$ cat src/rtl/led_pattern_ram_loader_if.sv
// Bundle of the load handshake, status flags and read port of the
// LED segment-pattern table loader.
// Load handshake: a word moves on a rising clock edge where wr_valid and
// wr_ready are both high. wr_data must be stable while wr_valid is high.
// wr_ready does not depend on wr_valid.
interface led_pattern_ram_loader_if #(
    parameter int ADDR_WIDTH = 4,
    parameter int DATA_WIDTH = 7
);
    logic                  start;
    logic                  wr_valid;
    logic [DATA_WIDTH-1:0] wr_data;
    logic                  wr_ready;
    logic                  busy;
    logic                  done_tick;
    logic                  loaded;
    logic [ADDR_WIDTH-1:0] rd_addr;
    logic [DATA_WIDTH-1:0] rd_data;
    logic [1:0]            state_dbg;

    modport slave (
        input  start, wr_valid, wr_data, rd_addr,
        output wr_ready, busy, done_tick, loaded, rd_data, state_dbg
    );

    modport master (
        output start, wr_valid, wr_data, rd_addr,
        input  wr_ready, busy, done_tick, loaded, rd_data, state_dbg
    );
endinterface

$ cat src/rtl/led_pattern_ram_loader.sv
// Runtime loader for the 16-entry seven-segment pattern table. A start pulse
// opens a load window, DEPTH words are written in address order, and the
// table is then flagged loaded. The read port is registered (one cycle),
// read-before-write on a same-address collision.
module led_pattern_ram_loader #(
    parameter int ADDR_WIDTH = 4,
    parameter int DATA_WIDTH = 7
) (
    input  logic                     clk,
    input  logic                     reset_n,
    led_pattern_ram_loader_if.slave  bus
);
    localparam int DEPTH = 2 ** ADDR_WIDTH;
    localparam logic [ADDR_WIDTH-1:0] LAST_ADDR = ADDR_WIDTH'(DEPTH - 1);

    typedef enum logic [1:0] {
        IDLE = 2'd0,
        LOAD = 2'd1,
        DONE = 2'd2
    } state_t;

    state_t                state_q, state_d;
    logic [ADDR_WIDTH-1:0] addr_q, addr_d;
    logic                  loaded_q, loaded_d;
    logic [DATA_WIDTH-1:0] rd_data_q;
    logic [DATA_WIDTH-1:0] mem_q [DEPTH];
    logic                  we;
    logic                  wr_ready;
    logic                  busy;
    logic                  done_tick;

    // Control registers: FSM state, load address and the loaded flag.
    always_ff @(posedge clk or negedge reset_n) begin
        if (!reset_n) begin
            state_q  <= IDLE;
            addr_q   <= '0;
            loaded_q <= 1'b0;
        end else begin
            state_q  <= state_d;
            addr_q   <= addr_d;
            loaded_q <= loaded_d;
        end
    end

    // Next-state, address advance and handshake outputs.
    always_comb begin
        state_d   = state_q;
        addr_d    = addr_q;
        loaded_d  = loaded_q;
        wr_ready  = 1'b0;
        busy      = 1'b0;
        done_tick = 1'b0;
        we        = 1'b0;
        unique case (state_q)
            IDLE: begin
                if (bus.start) begin
                    state_d  = LOAD;
                    addr_d   = '0;
                    loaded_d = 1'b0;
                end
            end
            LOAD: begin
                wr_ready = 1'b1;
                busy     = 1'b1;
                if (bus.wr_valid) begin
                    we     = 1'b1;
                    // Wraps back to 0 on the final write.
                    addr_d = addr_q + 1'b1;
                    if (addr_q == LAST_ADDR) begin
                        state_d = DONE;
                    end
                end
            end
            DONE: begin
                done_tick = 1'b1;
                loaded_d  = 1'b1;
                state_d   = IDLE;
            end
            default: begin
                state_d = IDLE;
            end
        endcase
    end

    // Pattern storage; contents deliberately survive reset.
    always_ff @(posedge clk) begin
        if (we) begin
            mem_q[addr_q] <= bus.wr_data;
        end
    end

    // Registered read port, sampled before any same-cycle write lands.
    always_ff @(posedge clk or negedge reset_n) begin
        if (!reset_n) begin
            rd_data_q <= '0;
        end else begin
            rd_data_q <= mem_q[bus.rd_addr];
        end
    end

    assign bus.wr_ready  = wr_ready;
    assign bus.busy      = busy;
    assign bus.done_tick = done_tick;
    assign bus.loaded    = loaded_q;
    assign bus.rd_data   = rd_data_q;
    assign bus.state_dbg = state_q;
endmodule

$ cat src/flat_wrapper.sv
// flat-port wrapper written by rule: the top's interface ports become plain ports
module led_pattern_ram_loader_flat 
#(
    parameter int ADDR_WIDTH = 4,
    parameter int DATA_WIDTH = 7
)
  (clk, reset_n, bus_start, bus_wr_valid, bus_wr_data, bus_rd_addr, bus_wr_ready, bus_busy, bus_done_tick, bus_loaded, bus_rd_data, bus_state_dbg);
  led_pattern_ram_loader_if #(.ADDR_WIDTH(ADDR_WIDTH), .DATA_WIDTH(DATA_WIDTH)) bus_i ();
  input  logic clk;
  input  logic reset_n;
  input wire logic [$bits(bus_i.start)-1:0] bus_start;
  input wire logic [$bits(bus_i.wr_valid)-1:0] bus_wr_valid;
  input wire logic [$bits(bus_i.wr_data)-1:0] bus_wr_data;
  input wire logic [$bits(bus_i.rd_addr)-1:0] bus_rd_addr;
  output wire logic [$bits(bus_i.wr_ready)-1:0] bus_wr_ready;
  output wire logic [$bits(bus_i.busy)-1:0] bus_busy;
  output wire logic [$bits(bus_i.done_tick)-1:0] bus_done_tick;
  output wire logic [$bits(bus_i.loaded)-1:0] bus_loaded;
  output wire logic [$bits(bus_i.rd_data)-1:0] bus_rd_data;
  output wire logic [$bits(bus_i.state_dbg)-1:0] bus_state_dbg;
  assign bus_i.start = bus_start;
  assign bus_i.wr_valid = bus_wr_valid;
  assign bus_i.wr_data = bus_wr_data;
  assign bus_i.rd_addr = bus_rd_addr;
  assign bus_wr_ready = bus_i.wr_ready;
  assign bus_busy = bus_i.busy;
  assign bus_done_tick = bus_i.done_tick;
  assign bus_loaded = bus_i.loaded;
  assign bus_rd_data = bus_i.rd_data;
  assign bus_state_dbg = bus_i.state_dbg;
  led_pattern_ram_loader #(.ADDR_WIDTH(ADDR_WIDTH), .DATA_WIDTH(DATA_WIDTH)) u_core (.clk(clk), .reset_n(reset_n), .bus(bus_i));
endmodule
$ cat config.mk
export PLATFORM = sky130hd
export DESIGN_NAME = led_pattern_ram_loader_flat
export DESIGN_NICKNAME = d
export VERILOG_FILES = /design/src/rtl/led_pattern_ram_loader_if.sv /design/src/rtl/led_pattern_ram_loader.sv /design/src/flat_wrapper.sv
export SDC_FILE = /design/constraint.sdc
export NUM_CORES = 1
export LEC_CHECK = 0
export CORE_MARGIN = 2
export CORE_UTILIZATION = 55
export DETAILED_ROUTE_END_ITERATION = 7
export GPL_TIMING_DRIVEN = 0
export PLACE_DENSITY = 0.71
export SYNTH_ARGS = -nofsm -noshare
export SYNTH_HDL_FRONTEND = slang
export SYNTH_SLANG_ARGS = --single-unit
$ cat constraint.sdc
create_clock -name clk -period 1.92 [get_ports clk]
set_input_delay 0.576 -clock clk [delete_from_list [all_inputs] [get_ports clk]]
set_output_delay 0.576 -clock clk [all_outputs]
set_load 0.02 [all_outputs]
==> impl_metrics.tcl, run 1 <==
set metrics [dict create \
    status "finished with violations" \
    failed_checks "negative setup slack" \
    crit_arrival_ns 2.12 \
    ys_types 29 \
    syn_nets 259 \
    floorplan.initialDensity 0.5694 \
    cts.reportedPaths.clkPinSlew_ns 0.06 \
    synth_seq_cells 126 \
    fin_nets 303 \
    timing.critical_path.required_ns 2.12 \
    worst_ir_drop_vdd_uv 975.3 \
    r2r_slack_ns 0.10 \
    fin_crit_sh 1.002 \
    io_pins 28 \
    grt_start_max_net_pins 17 \
    multiInputGateArea_sq_um 1232 \
    netlist_instances 240 \
    path_max_fanout 8 \
    globalRouteTotalUtil 0.2003 \
    hp-class "flop to flop" \
    max_cap_violations 0 \
    worst_case_clock_skew_ns 0.005412 \
    die_w_um 99.25 \
    report.final.hold_viol_count 0 \
    totalPowerFinal_uw 7674 \
    place.port_buffers 25 \
    ctsHoldBuffers 0 \
    via_count_of_the_first_global_routing_pass 2441 \
    global_route_wire_length_before_repair_um 13990 \
    vias 2380 \
    post_route_cells_drive_above_1_share 0.2559 \
    std_cell_rows 34 \
    placed_cells 373 \
    timing.critical_path.to_type "flop" \
    tritoncts_clock_tree "yes" \
    instances_no_fill 405 \
    power_per_cell_area_nw_per_um2 1269 \
    post_drt_via_cell_ratio 5.877 \
    cts_made_buffers 17 \
    htreeDepth 4 \
    fp.dieArea_sq_um 9851 \
    final.fill_count 539 \
    clockBufferDepth 2 \
    postRouteWirelength_um 9066 \
    numClockSinks 126 \
    synth_seq_area_share 0.7442 \
    path_class "input pin to flop" \
    die_height_um 99.25 \
    place.detailed.hpwl_um 5605 \
    detail-route-antenna-nets 0 \
    syn_area_sq_um 4990 \
    drt_first_iter_violations 162 \
    ctsRootBufferMaster "clkbuf_8" \
    report.final.slew_viol_count 0 \
    synth-warning-count 0 \
    n_antenna_cell 0 \
    static-leakage-power_uw 0.002146 \
    timing.max_slew.rel_slack 0.5072 \
    rsz0062_at_grt "yes" \
    areaGrowthSynthToFinish_pct 21.14 \
    timing.critical_path.cells "clkdlybuf4s50_1, nand3b_1, nor3b_1, and2_2" \
    critical_path.max_stage_delay_ns 0.60 \
    drt-pass1-iter-count 4 \
    post-route-drc-count 0 \
    timing.critical_path.slowest_stage_cell "clkdlybuf4s50_1" \
    finalSetupViolations 7 \
    insertion_delay_ns 0.51 \
    critical_path_buf_inv_count 1 \
    postSynthAreaPerCell_sq_um 20.79 \
    layout.area.seq_sq_um 3715 \
    congestion_overflow_gr 0 \
    grt_antenna_before_repair 0 \
    cp-start-kind "input pin" \
    cp_top_family "simple AND/OR/NAND/NOR gates" \
    place.gp.congestion 0.7644 \
    routed_len_inst_um 22.39 \
    period_minus_slack_ns 1.924 \
    clock.fmax_ghz 0.5198 \
    post-route-worst-setup-slack_ns -0.003668 \
    design.core.area_sq_um 8763 \
    tightestPinTransition_ns 0.7369 \
]
-- sequential cells by signal, indices dropped and copies added (netlist names) --
signal and count:
u_core.bus.loaded 1, u_core.bus.state_dbg 2, u_core.mem_q 112, u_core.bus.rd_data 7, u_core.addr_q 4
-- Yosys cell counts (all sizes together) --
master | n | share of area
mux4 | 28 | 0.14
and2 | 18 | 0.023
nand4 | 1 | 0.0013
nor2b | 4 | 0.0050
a21o | 1 | 0.0015
o21ai | 2 | 0.0020
nand2b | 1 | 0.0013
nand3 | 1 | 0.0010
o21bai | 1 | 0.0015
ha | 4 | 0.010
clkbuf | 2 | 0.0015
nor2 | 6 | 0.0045
dfrtp | 14 | 0.070
a22oi | 14 | 0.021
edfxtp | 112 | 0.67
a22o | 4 | 0.0070
nand2 | 9 | 0.0068
or3b | 1 | 0.0018
nor3b | 2 | 0.0030
mux2 | 2 | 0.0045
nand3b | 2 | 0.0030
inv | 2 | 0.0015
buf | 8 | 0.015
nor3 | 1 | 0.0010
-- what timing repair did --
item	in CTS	in global routing
resized for setup	45	10
endpoints found under the setup margin	90	115
pin swaps	0	0
buffers inserted	1	1
-- placed cells by master, fill, tap and decap left out, drive strengths merged, types with 3 or more instances in the layout --
master         netlist  routed
edfxtp             112     112
mux4                28      28
clkbuf               2      20
and2                18      18
a22oi               14      14
dfrtp               14      14
clkdlybuf4s50        0      12
buf                  8      10
nand2                9       9
dlygate4sd2          0       8
nor2                 6       6
bufinv               0       5
clkinv               0       5
a22o                 4       4
ha                   4       4
clkinvlp             0       4
nor2b                4       4
inv                  2       3
-- through the flow --
step	setup WS, ns	utilization	TNS, ns	instance area (sq um)	hold WS [ns]
after global placement	-0.6182	0.6134	-58.33	5375	0.4614
after detailed placement	-0.6380	0.6134	-63.82	5375	0.4671
after floorplan	0.09446	-	0	4990	0.2804
final	-0.003668	0.6897	-0.01590	6045	0.4879
after CTS	-0.03889	0.6890	-0.03889	6038	0.4752
after global routing	-0.1122	0.6897	-4.699	6045	0.5114
-- metal layers --
metal / vias to the layer above / wire length [um] / GRT usage
met2: 77 / 4531 / 0.3051
met4: 0 / 213 / 0.08535
met3: 18 / 349 / 0.05341
met5: - / 0 / 0
li1: 1081 / - / -
met1: 1204 / 3971 / 0.2788
-- path summary, 6_finish.rpt --
check | start | cells past startpoint | to
max | bus_wr_valid | 4 | u_core.mem_q[4][6]
min | u_core.bus.loaded | 1 | u_core.bus.loaded
max reg2reg | u_core.bus.state_dbg[0] | 4 | u_core.mem_q[4][6]
min reg2reg | u_core.bus.loaded | 1 | u_core.bus.loaded
max in group asynchronous | reset_n | 1 | u_core.bus.state_dbg[1]
min in group asynchronous | reset_n | 1 | u_core.bus.loaded
-- cells by family (layout without fill, tap and decap cells) --
logic type	Yosys count	in the layout	share of synthesized area
mux	30	30	0.1437
buf+inv	12	69	0.01780
simple gates	46	46	0.05115
compound gates	22	22	0.03310
flops	126	126	0.7442
fa+ha+maj	4	4	0.01003
-- area by class of cell --
type	count	area share
plain buffers	8	0.01138
clock buffers	17	0.06852
clock inverters	15	0.03622
inverters	2	0.001242
multi-input cells	102	0.2039
flip-flops and latches	126	0.6146
well taps	108	0.02236
repair buffers	27	0.04181
-- report_power, final --
part,internal (uW),leakage [uW],switching (uW)
Combinational,396,0.000671,517
Clock,2230,0.000295,1100
Sequential,3300,0.00118,131
Power figures use the tool's default switching activity.
==> inputs of run 2 (changes only) <==
Settings changed: CTS_CLUSTER_SIZE from default to 8.
==> results of run 2 <==
No change in the layout: final DEF, timing and power equal those of run 1.
==> inputs of run 3 (changes only) <==
Settings changed: CORE_ASPECT_RATIO from default to 0.8, SLEW_MARGIN from default to 40.
==> run 3 against run 2 <==
Effect of this change: utilization is 1.2 points lower; largest cell class unchanged; hold slack got worse by 0.40 ns; global-route usage rose by 1.1 points; count of clock-buffer cells in the layout grew 4; fmax up 2.0%; sequential power about the same; power shrank 2.0%; clock power fell by 7.2%; first-iteration DRC count fell by 8.6%; the flow now finishes without violations; flip-flop and latch count unchanged.
==> impl_metrics.tcl, run 3 (synthesis gave the netlist of run 1 again) <==
set metrics [dict create \
    worst_case_clock_skew_ns 0.01020 \
    worst_ir_drop_vdd_uv 585.2 \
    post-route-worst-setup-slack_ns 0.03441 \
    worstRegToRegCells 6 \
    report.final.slew_viol_count 0 \
    die_w_um 110.5 \
    instances_no_fill 414 \
    share_of_the_core_filled_with_cells_in_the_final_layout 0.6778 \
    critical_path.max_stage_delay_ns 0.59 \
    mostFrequentLayoutCells "edfxtp_1, mux4_1, clkbuf_16" \
    grt_antenna_before_repair 0 \
    rsz0062_at_grt "no" \
    timing.critical_path.slowest_stage_cell "clkdlybuf4s50_1" \
    drt_first_iter_violations 148 \
    via_count_of_the_first_global_routing_pass 2470 \
    gr-max-usage-layer "met2" \
    place.detailed.hpwl_um 5917 \
    routed_len_inst_um 22.98 \
    max_cap_violations 0 \
    vias 2424 \
    cp_top_family "buffers and inverters" \
    grt_util_met3 0.07458 \
    ctsRootBufferMaster "clkbuf_16" \
    drt-pass1-iter-count 5 \
    period_minus_slack_ns 1.886 \
    io_pins 28 \
    timing.max_slew.rel_slack 0.5747 \
    insertion_delay_ns 0.40 \
    static-leakage-power_uw 0.002181 \
    post_route_cells_drive_above_1_share 0.2609 \
    fin_crit_sh 0.9821 \
    floorplan.initialDensity 0.5593 \
    crit-reg2reg-launch "u_core.bus.state_dbg[0]" \
    place.gp.congestion 0.7859 \
    postRouteWirelength_um 9513 \
    place.port_buffers 25 \
    timing.critical_path.to_type "output pin" \
    post-route-drc-count 0 \
    timing.critical_path.cells "clkdlybuf4s50_1" \
    cts_made_buffers 17 \
    placed_cells 380 \
    timing.critical_path.required_ns 1.34 \
    die_height_um 89.20 \
    design.core.area_sq_um 8921 \
    congestion_overflow_gr 0 \
    placement.setup.worst_slack_ns -0.6421 \
    reg2reg_to "u_core.mem_q[7][5]" \
    met1_usage_grt 0.2867 \
    commonest_non_fill_non_tap_cell_in_the_layout "edfxtp_1" \
    met2_capacity_usage_during_global_routing 0.3212 \
    clockBufferDepth 2 \
    status "complete, no violations" \
    path_class "flop to output pin" \
    htreeDepth 4 \
    crit_arrival_ns 1.31 \
    cts.reportedPaths.clkPinSlew_ns 0.05 \
    n_antenna_cell 0 \
    std_cell_rows 31 \
    report.final.hold_viol_count 0 \
    tightestPinTransition_ns 0.6360 \
    clock.fmax_ghz 0.5303 \
    finalSetupViolations 0 \
    cp-start-kind "flop" \
    largest_reg_flops 112 \
    critical_path_buf_inv_count 1 \
    globalRouteTotalUtil 0.2111 \
    hp-class "input pin to async pin" \
    fin_nets 307 \
    grt_start_max_net_pins 17 \
    largest_register "u_core.mem_q" \
    numClockSinks 126 \
    areaGrowthSynthToFinish_pct 21.19 \
    power_per_cell_area_nw_per_um2 1244 \
    global_route_wire_length_before_repair_um 14510 \
    hold-worst-slack_ns 0.08908 \
    post_drt_via_cell_ratio 5.855 \
    fp.dieArea_sq_um 9855 \
    r2r_slack_ns 0.22 \
    path_max_fanout 1 \
    detail-route-antenna-nets 0 \
    tritoncts_clock_tree "yes" \
]
## run 3: cell types whose count changed in the layout (fill, tap and decap cells not counted), moves of 3 or more
cell and delta:
and2_2 -12, and2_4 +12, buf_2 +3, buf_4 +3, clkbuf_1 +3, clkinvlp_4 -3
dlymetal6s2s_1 +3
## run 3: routing by layer
| metal | wire length, um | up-vias |
|---|---|---|
| li1 | - | 1084 |
| met5 | 0 | - |
| met2 | 4533 | 68 |
| met1 | 4331 | 1262 |
| met3 | 503 | 10 |
| met4 | 145 | 0 |
## run 3: final cells by class
| type | instances | area (sq um) |
|---|---|---|
| sequential | 126 | 3715 |
| fill | 577 | 2874 |
| multi-input combinational | 102 | 1256 |
| clock buffer | 21 | 450.4 |
| timing repair buffer | 29 | 266.5 |
| tap | 115 | 143.9 |
| clock inverter | 9 | 120.1 |
| buffer | 10 | 87.58 |
| inverter | 2 | 7.507 |
## run 3: power breakdown
part / internal [uW] / switching [uW]
combinational: 454 / 540
clock: 2040 / 1050
sequential: 3300 / 138
total: 5790 / 1730
## run 3: what timing repair did
action,in CTS,in global routing
pin swaps,0,3
resized for setup,40,20
setup buffers,0,4
hold buffers,0,0
setup endpoints to repair,121,110
## run 3: worst max path at each step
stage | start | depth (start not counted) | to
after floorplan | u_core.bus.state_dbg[0] | 3 | bus_wr_ready
after global placement | bus_wr_valid | 4 | u_core.mem_q[10][5]
after detailed placement | bus_wr_valid | 4 | u_core.mem_q[10][2]
after CTS | bus_wr_valid | 4 | u_core.mem_q[3][6]
after global routing | u_core.bus.rd_data[0] | 1 | bus_rd_data[0]
final | u_core.bus.rd_data[2] | 1 | bus_rd_data[2]
## run 3: metrics by stage
step	instance area, sq um	power, uW	TNS [ns]
after detailed placement	5384	4380	-62.78
after floorplan	4990	4013	0
final	6047	7522	0
after global placement	5384	4351	-58.75
after global routing	6047	7807	0
after CTS	5972	7480	-1.368
